`src/rtl/alu_arbiter.sv`:
```
// alu_arbiter: round-robin sequencer that shares one combinational 4-bit ALU between two requesters.
// Define ALU_ARB_STATS_EN to add the saturating grant counters gnt0_cnt/gnt1_cnt.
module alu_arbiter #(
    parameter int SETTLE_CYCLES = 1
) (
    input  logic       clk,
    input  logic       rst_n,
    input  logic       r0_req_valid,
    output logic       r0_req_ready,
    input  logic [3:0] r0_req_a,
    input  logic [3:0] r0_req_b,
    input  logic [1:0] r0_req_op,
    output logic       r0_rsp_valid,
    input  logic       r0_rsp_ready,
    output logic [3:0] r0_rsp_data,
    input  logic       r1_req_valid,
    output logic       r1_req_ready,
    input  logic [3:0] r1_req_a,
    input  logic [3:0] r1_req_b,
    input  logic [1:0] r1_req_op,
    output logic       r1_rsp_valid,
    input  logic       r1_rsp_ready,
    output logic [3:0] r1_rsp_data,
    output logic [3:0] alu_a,
    output logic [3:0] alu_b,
    output logic [1:0] alu_ctrl,
    input  logic [3:0] alu_c,
    output logic       busy
`ifdef ALU_ARB_STATS_EN
    ,
    output logic [7:0] gnt0_cnt,
    output logic [7:0] gnt1_cnt
`endif
);
    typedef enum logic [1:0] {IDLE, EXEC, RESP} state_t;
    state_t     state, state_nxt;
    logic       ptr, win, gnt0, gnt1, accept, settle_done, rsp_hs;
    logic [3:0] cnt, result;

    // ptr=0 favours requester 0 when both are valid
    assign gnt0        = state == IDLE && r0_req_valid && (!r1_req_valid || !ptr);
    assign gnt1        = state == IDLE && r1_req_valid && (!r0_req_valid || ptr);
    assign accept      = gnt0 || gnt1;
    assign settle_done = cnt == 4'(SETTLE_CYCLES - 1);
    assign rsp_hs      = state == RESP && (win ? r1_rsp_ready : r0_rsp_ready);

    always_ff @(posedge clk) begin
        if (!rst_n) state <= IDLE;
        else        state <= state_nxt;
    end

    always_comb begin
        state_nxt = (state == IDLE && accept)      ? EXEC :
                    (state == EXEC && settle_done) ? RESP :
                    (state == RESP && rsp_hs)      ? IDLE : state;
    end

    always_comb begin
        r0_req_ready = gnt0;
        r1_req_ready = gnt1;
        r0_rsp_valid = state == RESP && !win;
        r1_rsp_valid = state == RESP && win;
        r0_rsp_data  = r0_rsp_valid ? result : 4'd0;
        r1_rsp_data  = r1_rsp_valid ? result : 4'd0;
        busy         = state != IDLE;
    end

    // ALU pins are the operand latches, so they stay put through EXEC and RESP
    always_ff @(posedge clk) begin
        if (!rst_n) begin
            ptr      <= 1'b0;
            win      <= 1'b0;
            alu_a    <= 4'd0;
            alu_b    <= 4'd0;
            alu_ctrl <= 2'd0;
            cnt      <= 4'd0;
            result   <= 4'd0;
        end else begin
            if (accept) begin
                alu_a    <= gnt1 ? r1_req_a : r0_req_a;
                alu_b    <= gnt1 ? r1_req_b : r0_req_b;
                alu_ctrl <= gnt1 ? r1_req_op : r0_req_op;
                win      <= gnt1;
                cnt      <= 4'd0;
            end else if (state == EXEC) begin
                cnt <= cnt + 4'd1;
            end
            if (state == EXEC && settle_done) result <= alu_c;
            if (rsp_hs) ptr <= !win;
        end
    end

`ifdef ALU_ARB_STATS_EN
    always_ff @(posedge clk) begin
        if (!rst_n) begin
            gnt0_cnt <= 8'd0;
            gnt1_cnt <= 8'd0;
        end else begin
            if (gnt0 && gnt0_cnt != 8'hFF) gnt0_cnt <= gnt0_cnt + 8'd1;
            if (gnt1 && gnt1_cnt != 8'hFF) gnt1_cnt <= gnt1_cnt + 8'd1;
        end
    end
`endif
endmodule
```
`config.mk`:
```
export PLATFORM = sky130hd
export DESIGN_NAME = alu_arbiter
export DESIGN_NICKNAME = d
export VERILOG_FILES = /design/src/rtl/alu_arbiter.sv
export SDC_FILE = /design/constraint.sdc
export NUM_CORES = 1
export LEC_CHECK = 0
export CORE_ASPECT_RATIO = 1.4
export CORE_UTILIZATION = 25
export DETAILED_ROUTE_END_ITERATION = 10
export PLACE_DENSITY = 0.52
export SLEW_MARGIN = 20
export SYNTH_ARGS = -nofsm -noshare
export SYNTH_HDL_FRONTEND = slang
export SYNTH_SLANG_ARGS = --single-unit
```
`constraint.sdc`:
```
create_clock -name clk -period 1.46 [get_ports clk]
set_clock_uncertainty 0.2 [all_clocks]
set_input_delay 0.292 -clock clk [delete_from_list [all_inputs] [get_ports clk]]
set_output_delay 0.292 -clock clk [all_outputs]
set_load 0.02 [all_outputs]
```
==> results.sh, run 1 <==
export IMPL_clock_tree_root_cell="sky130_fd_sc_hd__clkbuf_8"
export IMPL_synthesized_nets=164
export IMPL_finalMaxSlewViolations=0
export IMPL_cts_path_max_buffers=2
export IMPL_fillerInstances=469
export IMPL_r2r_slack_ns=-0.17
export IMPL_grt_antenna_before_repair=0
export IMPL_synth_edf_count=0
export IMPL_grt_pass1_vias=1238
export IMPL_peakVddDrop_mv=0.560
export IMPL_worst_skew_pair_late_latency_ns=0.26
export IMPL_worstHoldPathCells=2
export IMPL_synth_seq_area_share=0.374
export IMPL_tritoncts_num_sinks=22
export IMPL_totalPowerFinal_mw=2.99
export IMPL_holdBufCountCts=0
export IMPL_timing_hold_worst_start="result[3]$_SDFFE_PN0P_"
export IMPL_post_route_cells_drive_above_1_share=0.310
export IMPL_fp_dieH_um=83.2
export IMPL_final_critical_path_setup_slack_ns=-0.322
export IMPL_stdcell_area_sq_um=2080
export IMPL_wl_met2_mm=2.04
export IMPL_period_minus_slack_ns=1.78
export IMPL_path_class="flop to primary output"
export IMPL_critical_path_required_ns=0.97
export IMPL_hold_path_endpoint="result[3]$_SDFFE_PN0P_"
export IMPL_crit_arrival_ns=1.29
export IMPL_boundaryPins=53
export IMPL_die_x_um=60.0
export IMPL_grt_setup_unrepaired="true"
export IMPL_ys_async_sr_fraction=0
export IMPL_status="finished with violations"
export IMPL_netlist_instances=132
export IMPL_ant_nets=0
export IMPL_drt_drc_violations_left=0
export IMPL_drtIter0Drc=27
export IMPL_routedLengthMet1_mm=1.51
export IMPL_cts_max_level=1
export IMPL_layout_cells_most_common="sky130_fd_sc_hd__clkdlybuf4s50_1"
export IMPL_hpwl_mm=2.66
export IMPL_drt_first_pass_iters=4
export IMPL_postSynth_topFlopCell="sky130_fd_sc_hd__dfxtp_1"
export IMPL_grt_start_max_net_pins=22
export IMPL_relSlewSlack=0.789
export IMPL_power_per_cell_area_nw_per_um2=1430
export IMPL_endpoint_kind="primary output"
export IMPL_critical_path_peak_fanout=4
export IMPL_wl_per_cell_um=14.3
export IMPL_fmax_mhz=561
export IMPL_timing_hold_violations_final=0
export IMPL_grt_use_total=0.154
export IMPL_commonest_non_fill_non_tap_cells_in_the_layout="27 x sky130_fd_sc_hd__clkdlybuf4s50_1, 19 x sky130_fd_sc_hd__dfxtp_1, 19 x sky130_fd_sc_hd__buf_6"
export IMPL_cell_rows=29
export IMPL_critical_path_reg2reg_endpoint="alu_a[3]$_SDFFE_PN0P_"
export IMPL_die_area_sq_um=5000
export IMPL_yosys_register_bits=22
export IMPL_dr_max_layer_used="met4"
export IMPL_rr_startpoint="state[0]$_SDFFE_PN0P_"
export IMPL_postRouteWirelength_mm=3.76
export IMPL_vias=1243
export IMPL_worst_r2r_path_depth=6
export IMPL_globalRouteOverflowTotal=0
export IMPL_met3_wirelength_from_detailed_routing_um=159
export IMPL_yosysWarningCount=0
export IMPL_setup_viol=28
export IMPL_avgSynthCellArea_sq_um=8.93
export IMPL_clkTransAtPathRegs_ns=0.08
export IMPL_place_area_sq_um=1940
export IMPL_cts_tree="built"
export IMPL_floorplan_initialDensity=0.260
export IMPL_nets=233
export IMPL_netlist_area_sq_um=1180
export IMPL_n_antenna_cell=0
export IMPL_fin_crit_sh=1.22
export IMPL_core_area_sq_um=4540
export IMPL_p_leak_nw=0.926
export IMPL_count_of_input_and_output_buffers=52
export IMPL_synth_lib_cells_used_distinct=29
export IMPL_avgViaCountPerCell=4.74
export IMPL_failed_checks="negative setup slack"
export IMPL_global_route_wire_length_before_repair_mm=5.88
export IMPL_cts_buffers_inserted=3
export IMPL_min_delay_path_class="flop to flop"
export IMPL_gp_congestion=0.864
export IMPL_areaGrowthSynthToFinish_pct=76.8
export IMPL_max_cap_violations=0
export IMPL_tightestPinTransition_ns=0.316
export IMPL_worstSetupStartpointType="flop"
-- report_power, final --
| part | internal [mW] | switching [mW] | total (mW) |
|---|---|---|---|
| Combinational | 0.880 | 0.773 | 1.65 |
| Clock | 0.241 | 0.207 | 0.447 |
| Sequential | 0.774 | 0.114 | 0.888 |
| Total | 1.89 | 1.09 | 2.99 |
-- how the worst max path moves through the flow --
stage,depth (start not counted),endpoint,start
CTS,3,r0_req_ready,state[0]$_SDFFE_PN0P_
global route,3,r0_req_ready,state[0]$_SDFFE_PN0P_
global placement,4,r0_req_ready,r0_req_valid
detailed placement,4,r0_req_ready,r0_req_valid
finish,3,r0_req_ready,state[1]$_SDFFE_PP0P_
floorplan,4,result[0]$_SDFFE_PN0P_,state[1]$_SDFFE_PP0P_
-- cells in the mapped netlist (all sizes together), types with 2 or more instances --
cell    instances  area (sq um)
dfxtp          22           440
and3           11          68.8
a21boi         10          75.1
clkbuf         10          37.5
nand2          10          37.5
o21bai         10          75.1
o311a          10           100
and2            8          50.1
mux2i           6          60.1
nor2            6          22.5
inv             4          15.0
a21oi           3          15.0
o21ai           3          15.0
ha              2          25.0
nand2b          2          12.5
o21a            2          15.0
-- sequential cells by signal (all words and copies together), names as in the netlist --
register and cells:
state 2, result 4, alu_a 4, ptr 1, alu_ctrl 2, cnt 4
win 1, alu_b 4
-- layout make-up --
class	count	area [sq um]	share of cell area
sequential	22	447	0.214
multi-input combinational	95	757	0.363
timing repair buffer	75	732	0.351
inverter	4	15.0	0.00721
tap	62	77.6	0.0372
clock buffer	4	55.1	0.0264
-- through the flow --
step / worst slack (ns) / TNS [ns] / std cells / hold WS [ns] / utilization
floorplan: -0.0326 / -0.426 / 132 / 0.227 / -
global route: -0.360 / -6.32 / 262 / 0.306 / 0.459
CTS: -0.325 / -4.93 / 260 / 0.276 / 0.451
global placement: -0.909 / -15.16 / 254 / 0.251 / 0.428
finish: -0.322 / -4.74 / 262 / 0.280 / 0.459
detailed placement: -0.947 / -14.91 / 254 / 0.259 / 0.428
-- cells by family after synthesis --
logic type / Yosys count / synth area share
XOR/XNOR: 2 / 0.0149
AO/OA/AOI/OAI: 41 / 0.271
flip-flops: 22 / 0.374
AND/OR/NAND/NOR: 44 / 0.220
multiplexers: 6 / 0.0510
buffers and inverters: 15 / 0.0488
adder cells (fa/ha/maj): 2 / 0.0212
-- worst max-delay path, stage by stage, from the launching register on --
cell and delay [ns]:
sky130_fd_sc_hd__dfxtp_2 0.35, sky130_fd_sc_hd__or3b_4 0.42, sky130_fd_sc_hd__a21oi_4 0.13, sky130_fd_sc_hd__buf_6 0.13
-- metal layers --
metal / vias up / global-route usage
li1: 614 / -
met5: - / 0
met3: 4 / 0.0265
met2: 37 / 0.282
met1: 588 / 0.171
met4: 0 / 0.0507
-- repair_timing --
item,in CTS,in global routing
gates cloned,1,1
resized for setup,104,12
setup endpoints to repair,44,39
setup buffers,1,2
pin swaps,8,3
Note: power is estimated with default switching activity, not from simulation.
==> run 2, diff against run 1 <==
Settings changed: CORE_UTILIZATION 25 to 37, PLACE_DENSITY 0.52 to 0.72, SLEW_MARGIN 20 to not set.
==> run 2 against run 1 <==
  * The flow still finishes with violations (negative setup slack)
  * Wire length down 6.0%
  * Maximum frequency up 0.62%
  * Hold slack better by 0.0085 ns
  * Global-route usage up 5.4 points
  * Register-to-register slack worse by 0.11 ns
  * Die area down 32%
  * Final cell count down 6.9%
  * First-iteration DRC count down 78%
  * Power up 3.8%
  * Via count up 3.4%
  * Combinational power up 10%
  * Critical path depth unchanged
  * Largest power group unchanged
==> results.sh, run 2 (synthesis results as in run 1) <==
export IMPL_fillerInstances=250
export IMPL_min_delay_path_class="flop to flop"
export IMPL_dp_cells=232
export IMPL_max_cap_violations=0
export IMPL_hpwl_mm=2.56
export IMPL_vias=1285
export IMPL_timing_hold_violations_final=0
export IMPL_clock_tree_root_cell="sky130_fd_sc_hd__clkbuf_8"
export IMPL_r2r_slack_ns=-0.28
export IMPL_utilization=0.720
export IMPL_tritoncts_num_sinks=22
export IMPL_layout_cells_most_common="sky130_fd_sc_hd__clkdlybuf4s50_1"
export IMPL_wl_per_cell_um=14.5
export IMPL_critical_path_required_ns=0.97
export IMPL_global_route_wire_length_before_repair_mm=5.44
export IMPL_cell_rows=23
export IMPL_avgViaCountPerCell=5.27
export IMPL_drt_drc_violations_left=0
export IMPL_cts_tree="built"
export IMPL_layoutNonFillerInstCount=244
export IMPL_clkTransAtPathRegs_ns=0.08
export IMPL_setup_viol=33
export IMPL_areaGrowthSynthToFinish_pct=79.2
export IMPL_worstHoldPathCells=2
export IMPL_ant_nets=0
export IMPL_worst_r2r_path_depth=8
export IMPL_worst_skew_pair_late_latency_ns=0.26
export IMPL_gp_congestion=0.816
export IMPL_period_minus_slack_ns=1.77
export IMPL_hold_path_endpoint="result[3]$_SDFFE_PN0P_"
export IMPL_count_of_input_and_output_buffers=52
export IMPL_cts_buffers_inserted=3
export IMPL_crit_arrival_ns=1.28
export IMPL_peakVddDrop_mv=0.943
export IMPL_post_route_cells_drive_above_1_share=0.329
export IMPL_timing_hold_worst_start="result[3]$_SDFFE_PN0P_"
export IMPL_grt_use_total=0.208
export IMPL_tightestPinTransition_ns=0.278
export IMPL_die_x_um=49.7
export IMPL_cts_path_max_buffers=2
export IMPL_n_antenna_cell=0
export IMPL_failed_checks="negative setup slack"
export IMPL_grt_setup_unrepaired="true"
export IMPL_p_leak_nw=0.963
export IMPL_status="finished with violations"
export IMPL_grt_antenna_before_repair=0
export IMPL_setup_tns_final_ns=-6.49
export IMPL_final_critical_path_setup_slack_ns=-0.311
export IMPL_globalRouteOverflowTotal=0
export IMPL_endpoint_kind="primary output"
export IMPL_floorplan_initialDensity=0.402
export IMPL_die_area_sq_um=3420
export IMPL_grt_start_max_net_pins=23
export IMPL_relSlewSlack=0.814
export IMPL_critical_path_slowest_cell="sky130_fd_sc_hd__or3b_4"
export IMPL_rr_startpoint="state[0]$_SDFFE_PN0P_"
export IMPL_critical_path_reg2reg_endpoint="alu_ctrl[0]$_SDFFE_PN0P_"
export IMPL_grt_pass1_vias=1315
export IMPL_worstSetupStartpointType="flop"
export IMPL_core_area_sq_um=2940
export IMPL_postRouteWirelength_mm=3.53
export IMPL_commonest_non_fill_non_tap_cells_in_the_layout="27 x sky130_fd_sc_hd__clkdlybuf4s50_1, 24 x sky130_fd_sc_hd__buf_6, 19 x sky130_fd_sc_hd__dfxtp_1, 19 x sky130_fd_sc_hd__buf_4"
export IMPL_fmax_mhz=565
export IMPL_finalMaxSlewViolations=0
export IMPL_nets=240
export IMPL_whs_ns=0.289
export IMPL_cts_max_level=1
export IMPL_drt_first_pass_iters=4
export IMPL_boundaryPins=53
export IMPL_fin_crit_sh=1.21
export IMPL_timing_critical_path_cells="or3b_4 > a21oi_4 > buf_6"
export IMPL_power_per_cell_area_nw_per_um2=1470
export IMPL_critical_path_peak_fanout=5
export IMPL_path_class="flop to primary output"
export IMPL_critical_path_max_stage_delay_ns=0.39
export IMPL_fp_dieH_um=68.8
export IMPL_drtIter0Drc=6
[run 2: per-stage QoR]
| stage | instance area [sq um] | setup slack (ns) | total power [mW] |
|---|---|---|---|
| final | 2110 | -0.311 | 3.10 |
| after floorplan | 1240 | -0.0326 | 1.75 |
| after global routing | 2110 | -0.358 | 3.29 |
| after CTS | 1990 | -0.318 | 2.87 |
| after global placement | 1920 | -0.912 | 2.40 |
| after detailed placement | 1920 | -0.929 | 2.44 |
[run 2: what timing repair did]
item                       4_1_cts  5_1_grt
hold buffers                     0        0
buffers inserted                 1        6
gates cloned                     1        0
pin swaps                        5       17
setup endpoints to repair       43       36
resized for setup               98       23
[run 2: area by class of cell]
class | instances | area [sq um] | share of cell area
inverter | 4 | 17.5 | 0.00829
timing repair buffer | 82 | 793 | 0.376
multi-input combinational | 95 | 763 | 0.361
clock buffer | 4 | 45.0 | 0.0213
tap | 37 | 46.3 | 0.0219
sequential | 22 | 447 | 0.211
[run 2: worst max-delay path by stage]
stage	from	endpoint	slack, ns	depth (start not counted)
final	state[0]$_SDFFE_PN0P_	r0_req_ready	-0.31	3
after global routing	state[1]$_SDFFE_PP0P_	r0_rsp_data[3]	-0.36	3
after detailed placement	r0_req_valid	r0_req_ready	-0.93	4
after CTS	state[0]$_SDFFE_PN0P_	r0_req_ready	-0.32	3
after floorplan	state[1]$_SDFFE_PP0P_	result[0]$_SDFFE_PN0P_	-0.03	4
after global placement	r0_req_valid	r0_req_ready	-0.91	4
[run 2: worst max-delay path: cells and delay by family, from the launching register on]
| family | cells | cell delay [ns] |
|---|---|---|
| and+or+nand+nor | 1 | 0.39 |
| DFF | 1 | 0.37 |
| AOI/OAI and AO/OA | 1 | 0.13 |
| buffers and inverters | 1 | 0.13 |
[run 2: layer usage]
layer	up-vias	global-route usage	share of wire
met5	-	0	0
met4	0	0.0750	0.011
met3	5	0.0351	0.047
met2	34	0.422	0.54
met1	621	0.210	0.40
li1	625	-	-
[run 2: where the power goes]
group / internal [mW] / leakage, nW / switching (mW)
logic: 1.00 / 0.758 / 0.812
registers: 0.773 / 0.182 / 0.117
clock network: 0.195 / 0.0228 / 0.201
